<file path="config.mk">
export PLATFORM = sky130hd
export DESIGN_NAME = conv1_window_ctrl_flat
export DESIGN_NICKNAME = d
export VERILOG_FILES = /design/src/rtl/conv1_window_ctrl_if.sv /design/src/rtl/conv1_window_ctrl.sv /design/src/flat_wrapper.sv
export SDC_FILE = /design/constraint.sdc
export NUM_CORES = 1
export LEC_CHECK = 0
export ABC_AREA = 1
export CAP_MARGIN = 20
export CORE_MARGIN = 1.5
export CORE_UTILIZATION = 23
export CTS_BUF_LIST = sky130_fd_sc_hd__clkbuf_2
export DETAILED_ROUTE_END_ITERATION = 12
export PLACE_DENSITY = 0.37
export SKIP_LAST_GASP = 1
export SLEW_MARGIN = 20
export SYNTH_ARGS = -nofsm -noshare
export SYNTH_HDL_FRONTEND = slang
export SYNTH_SLANG_ARGS = --single-unit
</file>
<file path="constraint.sdc">
create_clock -name clk -period 2.3 [get_ports clk]
set_clock_uncertainty 0.2 [all_clocks]
set_input_delay 0.345 -clock clk [delete_from_list [all_inputs] [get_ports clk]]
set_output_delay 0.345 -clock clk [all_outputs]
set_load 0.01 [all_outputs]
</file>
<file path="src/rtl/conv1_window_ctrl_if.sv">
// Handshake bundle for conv1_window_ctrl: the pixel stream coming in and the
// 3x3 window going out to the conv1 calc.
interface conv1_window_ctrl_if;
  logic pix_in, pix_valid, pix_ready;
  logic pixel_0, pixel_1, pixel_2, pixel_3, pixel_4, pixel_5, pixel_6, pixel_7, pixel_8;
  logic valid_out_buf, out_ready;

  modport slave (
    input  pix_in, pix_valid, out_ready,
    output pix_ready, valid_out_buf,
    output pixel_0, pixel_1, pixel_2, pixel_3, pixel_4, pixel_5, pixel_6, pixel_7, pixel_8
  );

  modport master (
    output pix_in, pix_valid, out_ready,
    input  pix_ready, valid_out_buf,
    input  pixel_0, pixel_1, pixel_2, pixel_3, pixel_4, pixel_5, pixel_6, pixel_7, pixel_8
  );
endinterface

</file>
<file path="src/rtl/conv1_window_ctrl.sv">
// Raster pixel stream -> two line buffers -> 3x3 window for the binary conv1 stage.
// Optional macro CONV1_WIN_CNT_EN adds a saturating 10-bit win_count output.
module conv1_window_ctrl #(
  parameter int IMG_W = 28,
  parameter int IMG_H = 28,
  parameter int COL_W = 5,
  parameter int ROW_W = 5
) (
  input  logic clk,
  input  logic rst_n,
  input  logic start,
  conv1_window_ctrl_if.slave win,
  output logic busy,
  output logic frame_done
`ifdef CONV1_WIN_CNT_EN
  , output logic [9:0] win_count
`endif
);

  typedef enum logic [1:0] {IDLE, FILL, RUN, DONE} state_e;

  localparam logic [COL_W-1:0] COL_LAST = COL_W'(IMG_W - 1);
  localparam logic [ROW_W-1:0] ROW_LAST = ROW_W'(IMG_H - 1);
  localparam logic [COL_W-1:0] COL_TWO  = COL_W'(2);
  localparam logic [ROW_W-1:0] ROW_ONE  = ROW_W'(1);
  localparam logic [ROW_W-1:0] ROW_TWO  = ROW_W'(2);

  state_e state_q, state_d;
  logic [COL_W-1:0] col;
  logic [ROW_W-1:0] row;
  logic [IMG_W-1:0] lb_top, lb_mid;
  logic [8:0] w;   // w[k] drives pixel_k
  logic vld, done_d, accept, col_wrap, start_ok;

  assign col_wrap = (col == COL_LAST);
  assign start_ok = (state_q == IDLE) && start;
  assign busy     = (state_q != IDLE);

  // Stalled window blocks intake so the window register cannot be overwritten.
  assign win.pix_ready = ((state_q == FILL) || (state_q == RUN)) && !(vld && !win.out_ready);
  assign accept        = win.pix_valid && win.pix_ready;

  always_comb begin
    state_d = state_q;
    done_d  = 1'b0;
    case (state_q)
      IDLE: if (start) state_d = FILL;
      FILL: if (accept && col_wrap && row == ROW_ONE) state_d = RUN;
      RUN:  if (accept && col_wrap && row == ROW_LAST) state_d = DONE;
      DONE: if (!vld || win.out_ready) begin
        state_d = IDLE;
        done_d  = 1'b1;
      end
      default: state_d = IDLE;
    endcase
  end

  always_ff @(posedge clk) begin
    if (!rst_n) begin
      state_q    <= IDLE;
      frame_done <= 1'b0;
    end else begin
      state_q    <= state_d;
      frame_done <= done_d;
    end
  end

  always_ff @(posedge clk) begin
    if (!rst_n) begin
      col <= '0;
      row <= '0;
    end else if (start_ok) begin
      col <= '0;
      row <= '0;
    end else if (accept) begin
      if (col_wrap) begin
        col <= '0;
        row <= (row == ROW_LAST) ? '0 : row + ROW_W'(1);
      end else begin
        col <= col + COL_W'(1);
      end
    end
  end

  // Line buffers are always written before being read into a valid window.
  always_ff @(posedge clk) begin
    if (accept) begin
      lb_top[col] <= lb_mid[col];
      lb_mid[col] <= win.pix_in;
    end
  end

  always_ff @(posedge clk) begin
    if (!rst_n) begin
      w   <= '0;
      vld <= 1'b0;
    end else if (accept) begin
      w   <= {win.pix_in, w[8:7], lb_mid[col], w[5:4], lb_top[col], w[2:1]};
      vld <= (row >= ROW_TWO) && (col >= COL_TWO);
    end else begin
      vld <= vld && !win.out_ready;
    end
  end

  assign win.valid_out_buf = vld;
  assign win.pixel_0 = w[0];
  assign win.pixel_1 = w[1];
  assign win.pixel_2 = w[2];
  assign win.pixel_3 = w[3];
  assign win.pixel_4 = w[4];
  assign win.pixel_5 = w[5];
  assign win.pixel_6 = w[6];
  assign win.pixel_7 = w[7];
  assign win.pixel_8 = w[8];

`ifdef CONV1_WIN_CNT_EN
  always_ff @(posedge clk) begin
    if (!rst_n)                                     win_count <= '0;
    else if (start_ok)                              win_count <= '0;
    else if (vld && win.out_ready && win_count != 10'h3FF) win_count <= win_count + 10'd1;
  end
`endif

endmodule
</file>
<file path="src/flat_wrapper.sv">
// flat-port wrapper written by rule: the top's interface ports become plain ports
module conv1_window_ctrl_flat 
#(
  parameter int IMG_W = 28,
  parameter int IMG_H = 28,
  parameter int COL_W = 5,
  parameter int ROW_W = 5
)
  (clk, rst_n, start, busy, frame_done, win_pix_in, win_pix_valid, win_out_ready, win_pix_ready, win_valid_out_buf, win_pixel_0, win_pixel_1, win_pixel_2, win_pixel_3, win_pixel_4, win_pixel_5, win_pixel_6, win_pixel_7, win_pixel_8);
  conv1_window_ctrl_if win_i ();
  input  logic clk;
  input  logic rst_n;
  input  logic start;
  output logic busy;
  output logic frame_done;
  input wire logic [$bits(win_i.pix_in)-1:0] win_pix_in;
  input wire logic [$bits(win_i.pix_valid)-1:0] win_pix_valid;
  input wire logic [$bits(win_i.out_ready)-1:0] win_out_ready;
  output wire logic [$bits(win_i.pix_ready)-1:0] win_pix_ready;
  output wire logic [$bits(win_i.valid_out_buf)-1:0] win_valid_out_buf;
  output wire logic [$bits(win_i.pixel_0)-1:0] win_pixel_0;
  output wire logic [$bits(win_i.pixel_1)-1:0] win_pixel_1;
  output wire logic [$bits(win_i.pixel_2)-1:0] win_pixel_2;
  output wire logic [$bits(win_i.pixel_3)-1:0] win_pixel_3;
  output wire logic [$bits(win_i.pixel_4)-1:0] win_pixel_4;
  output wire logic [$bits(win_i.pixel_5)-1:0] win_pixel_5;
  output wire logic [$bits(win_i.pixel_6)-1:0] win_pixel_6;
  output wire logic [$bits(win_i.pixel_7)-1:0] win_pixel_7;
  output wire logic [$bits(win_i.pixel_8)-1:0] win_pixel_8;
  assign win_i.pix_in = win_pix_in;
  assign win_i.pix_valid = win_pix_valid;
  assign win_i.out_ready = win_out_ready;
  assign win_pix_ready = win_i.pix_ready;
  assign win_valid_out_buf = win_i.valid_out_buf;
  assign win_pixel_0 = win_i.pixel_0;
  assign win_pixel_1 = win_i.pixel_1;
  assign win_pixel_2 = win_i.pixel_2;
  assign win_pixel_3 = win_i.pixel_3;
  assign win_pixel_4 = win_i.pixel_4;
  assign win_pixel_5 = win_i.pixel_5;
  assign win_pixel_6 = win_i.pixel_6;
  assign win_pixel_7 = win_i.pixel_7;
  assign win_pixel_8 = win_i.pixel_8;
  conv1_window_ctrl #(.IMG_W(IMG_W), .IMG_H(IMG_H), .COL_W(COL_W), .ROW_W(ROW_W)) u_core (.clk(clk), .rst_n(rst_n), .start(start), .win(win_i), .busy(busy), .frame_done(frame_done));
endmodule
</file>
==> impl_metrics.yaml <==
placement:
  dp_hpwl_um: 6600
  port_buffers: 18
  gp_congestion: 0.740
  place_inst: 671
sta:
  fin_crit_ps: 2150
  rsz0062_at_grt: "true"
  tightest_slew_ps: 500
  slew_headroom_pct: 66.6
  hold_viol: 0
  period_share_pct: 93.3
  setup-violations-final: 0
  final-max-slew-violation-count: 0
  fmax_mhz: 466
  tns_ps: 0
status:
  status: "completed"
clocking:
  cts_hold_buffers: 0
  clock_latency_ps: 590
  cts.clk_slew.worst_paths_ps: 200
  cts_max_level: 3
  cts_buffer_depth: 2
  cts_buffers: 9
  cts_tree: "yes"
  clock-root-buffer: "clkbuf_2"
  clkSinkCount: 79
route:
  vias_per_cell: 4.05
  drt-initial-drc-count: 163
  vias: 2784
  wirelength_um: 9310
  dr.pass1.iters: 4
  route.detailed.drc: 0
  ant_nets: 0
  avgRoutedWirePerCell_um: 13.5
global_route:
  antenna_found_initial: 0
  grt_pass1_wl_um: 15400
  grt-ovfl-total: 0
  grt_usage_pct: 11.7
  grt_pass1_vias: 2898
  grt_max_degree: 30
synth:
  synthXorXnorAreaFrac_pct: 0.232
  synth_top_family_by_area: "simple AND/OR/NAND/NOR gates"
  yosys-mux-area-fraction_pct: 0
  synthSimpleGateAreaFrac_pct: 26.8
  synth_top_area_share_pct: 44.5
  synth_cell_types: 30
  synth_top_cell_by_area: "edfxtp_1"
  syn_inst: 425
  synth-seq-cells: 79
  ys_warn_count: 0
  synth_nets: 443
  synth_edf_count: 56
  syn_area_sq_mm: 0.00378
  avgSynthCellArea_sq_um: 8.89
  seq_area_frac_synth_pct: 56.7
  synthAdderAreaFrac_pct: 3.97
  synthFlopType: "edfxtp_1"
  synth_compound_area_share_pct: 4.40
  synth_area_leaders: "edfxtp_1, dfxtp_1, nand2_1"
  async_reset_ff_share_pct: 0
pwr:
  power_density_mw_per_mm2: 859
  p_leak_nw: 1.80
  ir_drop_uv: 361
hold_path:
  hold_class: "input port to register"
  hp-start: "win_out_ready"
  min_path_cells: 5
  min_to: "u_core.frame_done"
die:
  die_w_um: 131
  ios: 19
  die-height_um: 131
  fp-row-count: 46
  design.core.area_sq_mm: 0.0159
  start_util_pct: 23.7
  dieArea_sq_mm: 0.0172
critical_path:
  required_ps: 2380
  path_max_fanout: 11
  r2r_slack_ps: 150
  crit_path_start_kind: "register"
  r2r-end: "u_core.lb_mid[3]"
  critPathCaptureType: "register"
  worstSetupPathType: "register to register"
  critPathArrivalTime_ps: 2230
  timing.rr.start: "u_core.col[0]"
  r2r_cells: 6
cells_and_area:
  num-nets-final: 486
  layout-area-overhead-vs-synth_pct: 18.9
  final_core_util_pct: 28.2
  final_cells: 688
  n_antenna_cell: 0
  num-fill-cells: 1773
  drive_above_1_share_pct: 14.4
flow_run:
  maxCapViolCount: 0
-- stage by stage --
step	power, mW	worst slack (ps)	instance area (sq um)	hold WS, ps
after global routing	4.15	-30.5	4490	202
after global placement	3.16	50.2	4360	256
after detailed placement	3.13	46.1	4360	261
after floorplan	2.53	409	3780	244
after CTS	3.93	-52.3	4490	213
final	3.86	154	4490	247
-- timing repair --
item	in CTS	in global routing
gates resized for setup	5	4
buffers inserted	2	0
setup endpoints to repair	2	16
pin swaps	0	0
gates cloned	0	0
-- sequential cells by signal, summed over array words and instances, names as in the netlist --
| signal | cells |
|---|---|
| u_core.row | 5 |
| u_core.col | 5 |
| u_core.lb_mid | 28 |
| u_core.lb_top | 28 |
| u_core.w | 9 |
| u_core.frame_done | 1 |
| u_core.win.valid_out_buf | 1 |
| u_core.state_q | 2 |
-- area by class of cell --
cell class	count	area (sq um)	area share, %
clock buffers	10	50.0	1.11
multi-input cells	273	1350	30.1
well taps	216	270	6.02
repair buffers	41	372	8.27
inverters	64	246	5.49
clock inverters	5	58.8	1.31
flip-flops and latches	79	2140	47.7
-- synthesized netlist by cell type, types with 2 or more instances --
| cell type | count |
|---|---|
| nand4_1 | 2 |
| nand2_2 | 4 |
| buf_4 | 4 |
| or2_2 | 7 |
| dfxtp_1 | 23 |
| nand3_4 | 2 |
| edfxtp_1 | 56 |
| o211ai_1 | 4 |
| o21ai_0 | 8 |
| nand3_2 | 2 |
| ha_1 | 12 |
| nand3_1 | 28 |
| nor2_1 | 60 |
| inv_1 | 59 |
| inv_2 | 2 |
| nand2_1 | 113 |
| nor2_2 | 4 |
| a21oi_1 | 16 |
| nor3_1 | 5 |
| buf_2 | 4 |
-- power breakdown --
part           switching [mW]  internal (mW)  total [mW]
logic                   0.843          0.521        1.36
clock network           0.504          0.249       0.754
registers              0.0518           1.69        1.74
total                    1.40           2.46        3.86
-- layer usage --
layer  routed length [um]  up-vias  track usage, %  share of wire, %
li1                     -     1434               -                 -
met1                 4500     1310            14.5                48
met2                 4390       29            19.4                47
met3                  276       11            3.63               3.0
met4                  145        0            4.00               1.6
met5                    0        -               0                 0
-- cell families after synthesis --
| logic type | after synthesis |
|---|---|
| xor gates and xnor gates | 1 |
| DFF | 79 |
| AOI/OAI and AO/OA | 30 |
| adders and majority gates | 12 |
| and+or+nand+nor | 230 |
| buffers and inverters | 73 |
-- worst max-delay path, cell delays in order (launching register included) --
cell and delay [ps]:
dfxtp_1 510, buf_4 250, ha_1 230, inv_1 70
nor2_1 140, inv_1 180, nor2_1 280
-- layout by cell type, fill, tap and decap left out, drive strengths merged, types with 3 or more instances in the layout --
cell type / netlist / routed
dfxtp: 23 / 23
ha: 12 / 12
a21oi: 17 / 17
clkdlybuf4s50: 0 / 16
inv: 62 / 63
clkinvlp: 0 / 3
nor2: 66 / 66
edfxtp: 56 / 56
nand3: 32 / 32
buf: 8 / 23
nand2: 117 / 117
nor3: 5 / 5
o211ai: 4 / 4
or2: 7 / 7
clkbuf: 1 / 11
o21ai: 8 / 8
-- how the worst max path moves through the flow --
| stage | startpoint | to | slack (ps) | cells past startpoint |
|---|---|---|---|---|
| 6_report | u_core.col[0] | u_core.lb_mid[3] | 150 | 6 |
| 5_1_grt | u_core.state_q[0] | win_pix_ready | -30 | 5 |
| 4_1_cts | u_core.state_q[0] | win_pix_ready | -50 | 5 |
| 3_5_place_dp | win_out_ready | u_core.state_q[0] | 50 | 12 |
| 3_3_place_gp | win_out_ready | u_core.lb_mid[5] | 50 | 8 |
| 2_1_floorplan | u_core.col[0] | u_core.lb_top[0] | 410 | 9 |
No activity file was read; power rests on OpenSTA's default activity.
